## src/rtl/ntt_loader.sv

```systemverilog
// Load/unload front end for the NTT core: streams N coefficients into four interleaved
// RAM banks, kicks the transform, then streams the results back out in natural order.
module ntt_loader #(
  parameter int N  = 256,
  parameter int DW = 16,
  parameter int AW = 6
) (
  input  logic            clk,
  input  logic            rst,
  input  logic            load_start,
  input  logic [DW-1:0]   in_data,
  input  logic            in_valid,
  output logic            in_ready,
  output logic            start,
  output logic            valid,
  input  logic            ntt_done,
  output logic [3:0]      ram_en,
  output logic [3:0]      ram_we,
  output logic [AW-1:0]   ram_addr,
  output logic [DW-1:0]   ram_din,
  input  logic [4*DW-1:0] ram_dout,
  output logic [DW-1:0]   out_data,
  output logic            out_valid,
  input  logic            out_ready,
  output logic            busy,
  output logic [2:0]      dbg_state
);

  // Handshakes (in_* and out_*): a word moves on a rising edge where valid and ready are
  // both high; neither valid nor ready depends combinationally on the other side's signal.

  localparam int CW = AW + 2;

  typedef enum logic [2:0] {
    S_IDLE   = 3'd0,
    S_LOAD   = 3'd1,
    S_KICK   = 3'd2,
    S_WAIT   = 3'd3,
    S_UNLOAD = 3'd4
  } state_t;

  state_t          state_q, state_d;
  logic [CW-1:0]   wr_cnt_q, wr_cnt_d;
  logic [CW-1:0]   rd_cnt_q, rd_cnt_d;
  logic            rd_done_q, rd_done_d;
  logic            inflight_q, inflight_d;
  logic [1:0]      rd_bank_q, rd_bank_d;
  logic [DW-1:0]   fifo_q [2];
  logic [DW-1:0]   fifo_d [2];
  logic            fifo_head_q, fifo_head_d;
  logic [1:0]      fifo_cnt_q, fifo_cnt_d;

  logic            wr_fire;
  logic            rd_fire;
  logic            pop;
  logic            push;
  logic [2:0]      occ;
  logic [DW-1:0]   push_data;
  logic            wr_idx;

  always_comb begin
    state_d     = state_q;
    wr_cnt_d    = wr_cnt_q;
    rd_cnt_d    = rd_cnt_q;
    rd_done_d   = rd_done_q;
    rd_bank_d   = rd_bank_q;
    fifo_d[0]   = fifo_q[0];
    fifo_d[1]   = fifo_q[1];
    ram_en      = 4'b0000;
    ram_we      = 4'b0000;
    ram_addr    = '0;
    ram_din     = '0;
    start       = 1'b0;
    valid       = 1'b0;
    push_data   = '0;

    in_ready    = (state_q == S_LOAD);
    wr_fire     = in_ready & in_valid;
    out_valid   = (fifo_cnt_q != 2'd0);
    out_data    = fifo_q[fifo_head_q];
    pop         = out_valid & out_ready;
    // Words already buffered or on their way back; a slot freed by this cycle's pop counts.
    occ         = {1'b0, fifo_cnt_q} + {2'b00, inflight_q};
    rd_fire     = (state_q == S_UNLOAD) && !rd_done_q && (occ < (3'd2 + {2'b00, pop}));
    inflight_d  = rd_fire;
    push        = inflight_q;

    for (int b = 0; b < 4; b++) begin
      if (rd_bank_q == 2'(b)) push_data = ram_dout[b*DW +: DW];
    end

    case (state_q)
      S_IDLE: begin
        if (load_start) begin
          state_d  = S_LOAD;
          wr_cnt_d = '0;
        end
      end
      S_LOAD: begin
        if (wr_fire) begin
          ram_en   = 4'b0001 << wr_cnt_q[1:0];
          ram_we   = 4'b0001 << wr_cnt_q[1:0];
          ram_addr = wr_cnt_q[CW-1:2];
          ram_din  = in_data;
          wr_cnt_d = wr_cnt_q + 1'b1;
          if (wr_cnt_q == CW'(N - 1)) begin
            state_d  = S_KICK;
            wr_cnt_d = '0;
          end
        end
      end
      S_KICK: begin
        start   = 1'b1;
        valid   = 1'b1;
        state_d = S_WAIT;
      end
      S_WAIT: begin
        valid = 1'b1;
        if (ntt_done) begin
          state_d   = S_UNLOAD;
          rd_cnt_d  = '0;
          rd_done_d = 1'b0;
        end
      end
      S_UNLOAD: begin
        if (rd_fire) begin
          ram_en    = 4'b0001 << rd_cnt_q[1:0];
          ram_addr  = rd_cnt_q[CW-1:2];
          rd_bank_d = rd_cnt_q[1:0];
          rd_cnt_d  = rd_cnt_q + 1'b1;
          if (rd_cnt_q == CW'(N - 1)) begin
            rd_done_d = 1'b1;
            rd_cnt_d  = '0;
          end
        end
        // Last word leaves the FIFO with nothing else outstanding.
        if (pop && rd_done_q && !inflight_q && (fifo_cnt_q == 2'd1)) begin
          state_d   = S_IDLE;
          rd_done_d = 1'b0;
        end
      end
      default: state_d = S_IDLE;
    endcase

    // Slot after the head is free whenever count < 2, or the head itself if it pops while full.
    wr_idx = fifo_head_q ^ fifo_cnt_q[0];
    if (push) fifo_d[wr_idx] = push_data;
    fifo_head_d = fifo_head_q ^ pop;
    fifo_cnt_d  = fifo_cnt_q + {1'b0, push} - {1'b0, pop};

    busy      = (state_q != S_IDLE);
    dbg_state = state_q;
  end

  always_ff @(posedge clk or posedge rst) begin
    if (rst) begin
      state_q     <= S_IDLE;
      wr_cnt_q    <= '0;
      rd_cnt_q    <= '0;
      rd_done_q   <= 1'b0;
      inflight_q  <= 1'b0;
      rd_bank_q   <= 2'b00;
      fifo_q[0]   <= '0;
      fifo_q[1]   <= '0;
      fifo_head_q <= 1'b0;
      fifo_cnt_q  <= 2'b00;
    end else begin
      state_q     <= state_d;
      wr_cnt_q    <= wr_cnt_d;
      rd_cnt_q    <= rd_cnt_d;
      rd_done_q   <= rd_done_d;
      inflight_q  <= inflight_d;
      rd_bank_q   <= rd_bank_d;
      fifo_q[0]   <= fifo_d[0];
      fifo_q[1]   <= fifo_d[1];
      fifo_head_q <= fifo_head_d;
      fifo_cnt_q  <= fifo_cnt_d;
    end
  end

endmodule

```

## config.mk

```make
export PLATFORM = sky130hd
export DESIGN_NAME = ntt_loader
export DESIGN_NICKNAME = d
export VERILOG_FILES = /design/src/rtl/ntt_loader.sv
export SDC_FILE = /design/constraint.sdc
export NUM_CORES = 1
export LEC_CHECK = 0
export ABC_CLOCK_PERIOD_IN_PS = 2600
export BUFFER_PORTS_ARGS = -buffer_cell sky130_fd_sc_hd__buf_4
export CORE_ASPECT_RATIO = 2
export CORE_MARGIN = 2
export CORE_UTILIZATION = 35
export CTS_CLUSTER_DIAMETER = 30
export DETAILED_ROUTE_END_ITERATION = 7
export HOLD_SLACK_MARGIN = 0.03
export PLACE_DENSITY = 0.7
export SLEW_MARGIN = 40
export SYNTH_ARGS = -nofsm -noshare
export SYNTH_HDL_FRONTEND = slang
export SYNTH_SLANG_ARGS = --single-unit
```

## constraint.sdc

```tcl
create_clock -name clk -period 2.6 [get_ports clk]
set_clock_uncertainty 0.2 [all_clocks]
set_input_delay 0 -clock clk [delete_from_list [all_inputs] [get_ports clk]]
set_output_delay 0 -clock clk [all_outputs]
set_load 0.05 [all_outputs]
```

==> flow_metrics.tcl <==
set metrics [dict create \
    status "completed" \
    grt_pass1_wl_um 16300 \
    worst_slack_ps 94.0 \
    insertion_delay_ps 320 \
    place.gp.congestion 0.834 \
    io_pins 140 \
    period_share_pct 96.4 \
    finalSetupViolations 0 \
    final_nets 586 \
    required_ps 2400 \
    fin_crit_ps 2510 \
    viasPerCell 5.10 \
    slew_violations 0 \
    hold_viol 0 \
    synth_edf_count 0 \
    synth_nets 404 \
    antenna_found_initial 0 \
    ys_types 49 \
    drt_iter0_drc 72 \
    coreArea_sq_mm 0.00976 \
    setup.worst_path.end "ram_addr[5]" \
    grt_max_degree 30 \
    finalWirelength_um 10300 \
    initial_core_util_pct 36.1 \
    power_density_mw_per_mm2 733 \
    cp.arrival_ps 2310 \
    drive_above_1_share_pct 51.5 \
    vdd_drop_max_mv 0.408 \
    synth_commonest_cells "dfrtp_1 (58), mux2_2 (50), and2_1 (19), mux4_2 (16), nand2_1 (16)" \
    clk_pin_slew_ps 50 \
    synth_seq_cells 58 \
    clock-sinks 58 \
    cts_buffers 9 \
    portBuffers 139 \
    power.total_uw 4040 \
    grt_usage_pct 19.6 \
    placed_area_sq_mm 0.00475 \
    syn_area_per_cell_sq_um 11.5 \
    pre_cts_ws_ps 334 \
    syn_area_sq_mm 0.00353 \
    cp-end-kind "output port" \
    antenna_cells 0 \
    synth.area.top_cells "dfrtp_1 (41%), mux2_2 (16%), mux4_2 (10%)" \
    root_buffer "clkbuf_16" \
    cts_tree "done" \
    synth.most_common_cell "dfrtp_1" \
    grt_pass1_vias 3563 \
    yosysTopAreaCell "dfrtp_1" \
    reg2regPathDepth 4 \
    reg2reg_slack_ps 170 \
    r2r-end "fifo_q[5]$_DFFE_PP0P_" \
    routedWlPerCell_um 16.5 \
    fin_util_pct 56.4 \
    die_w_um 75.0 \
    drtPass1Iterations 4 \
    drv_cap 0 \
    gr-total-overflow 0 \
    fp.dieArea_sq_mm 0.0109 \
    path_max_fanout 10 \
    ys_warn_count 0 \
    synth_flop_cell "dfrtp_1" \
    syn_inst 306 \
    ant_nets 0 \
    num_vias 3186 \
    rows 51 \
    hp-class "in -> out" \
    synth_top_area_share_pct 41.1 \
    slew_headroom_pct 56.1 \
    seq_area_frac_synth_pct 41.1 \
    power_leakage_uw 0.00257 \
    max_freq_mhz 399 \
    fin_area_sq_mm 0.00551 \
    synth-async-reset-ratio_pct 100 \
    drc 0 \
    dp_hpwl_um 7890 \
    cts_buffer_depth 2 \
    die_height_um 146 \
    htree_levels 3 \
    syn_to_final_growth_pct 56.1 \
    startpoint "dbg_state[1]$_DFFE_PP0P_" \
    worstMarginPinSlew_ps 651 \
    crit_type "reg -> out" \
    r2r_start "rd_bank_q[0]$_DFFE_PP0P_" \
    start_kind "flop" \
]
==> registers in the layout, summed over array words and instances (netlist names) <==
name	flops
dbg_state	3
fifo_cnt_q	2
fifo_head_q	1
fifo_q	32
inflight_q	1
rd_bank_q	2
rd_cnt_q	8
rd_done_q	1
wr_cnt_q	8
==> area by class of cell <==
cell class                      count  area (sq um)
Fill cell                         853          4260
Multi-Input combinational cell    215          1960
Timing Repair Buffer              190          1530
Sequential cell                    58          1450
Clock buffer                       11           253
Tap cell                          132           165
Clock inverter                      5           100
Inverter                           14          52.6
==> metrics by stage <==
stage,hold WS (ps),instances,setup TNS [ps]
floorplan,-118,306,-51.8
global placement,-283,570,0
detailed placement,-281,570,0
CTS,164,625,0
global route,177,625,-0.880
finish,163,625,0
==> how the worst min path moves through the flow <==
stage	startpoint	end	slack, ps	cells after the start
detailed placement	rst	wr_cnt_q[7]$_DFFE_PP0P_	-280	2
global route	in_data[9]	ram_din[9]	180	3
global placement	rst	dbg_state[0]$_DFFE_PP0P_	-280	2
CTS	in_data[6]	ram_din[6]	160	3
floorplan	load_start	wr_cnt_q[6]$_DFFE_PP0P_	-120	1
finish	in_data[6]	ram_din[6]	160	3
==> worst max-delay path, stage by stage (launching register included) <==
cell     delay, ps
dfrtp_1        470
or3b_1         430
or3_4          390
nor2_2         150
buf_4          200
a22o_2         160
buf_4          190
==> kinds of logic after synthesis <==
logic type	share of synthesized area (%)
buffers and inverters	3.97
AOI/OAI and AO/OA	6.70
and+or+nand+nor	14.6
xor gates and xnor gates	1.74
DFF	41.1
muxes	27.6
adders and majority gates	4.26
==> cells in the final DEF (no fill, tap or decap), drive strengths merged, types with 3 or more instances in the layout <==
| master | count |
|---|---|
| nand2b | 3 |
| bufinv | 3 |
| clkbuf | 11 |
| a22o | 6 |
| nand3 | 11 |
| nor2b | 3 |
| nand2 | 16 |
| a21o | 4 |
| mux4 | 16 |
| ha | 12 |
| dlygate4sd3 | 39 |
| nor2 | 7 |
| and2 | 19 |
| xnor2 | 7 |
| dfrtp | 58 |
| o21ai | 11 |
| nor3 | 8 |
| a21oi | 5 |
| mux2 | 50 |
| inv | 14 |
| mux2i | 5 |
| and3 | 3 |
| or2 | 3 |
| buf | 151 |
| nor4 | 3 |
==> layer usage <==
metal	track usage [%]	wire (um)	vias up
li1	-	-	1480
met1	18.5	3360	1579
met2	37.8	6190	109
met3	3.95	465	18
met4	8.30	276	0
met5	0	0	-
==> what timing repair did <==
action | in CTS | in global routing
resized for setup | 1 | 2
buffers inserted | 0 | 0
pin swaps | 0 | 0
hold endpoints to repair | 94 | 0
hold buffers | 39 | 0
endpoints found under the setup margin | 9 | 11
==> where the power goes <==
group          switching, uW  internal [uW]  leakage [uW]  total [uW]
Combinational            901            617       0.00170        1520
Clock                    397            984      0.000176        1380
Sequential               125           1010      0.000690        1140
(Power assumes the default switching activity.)
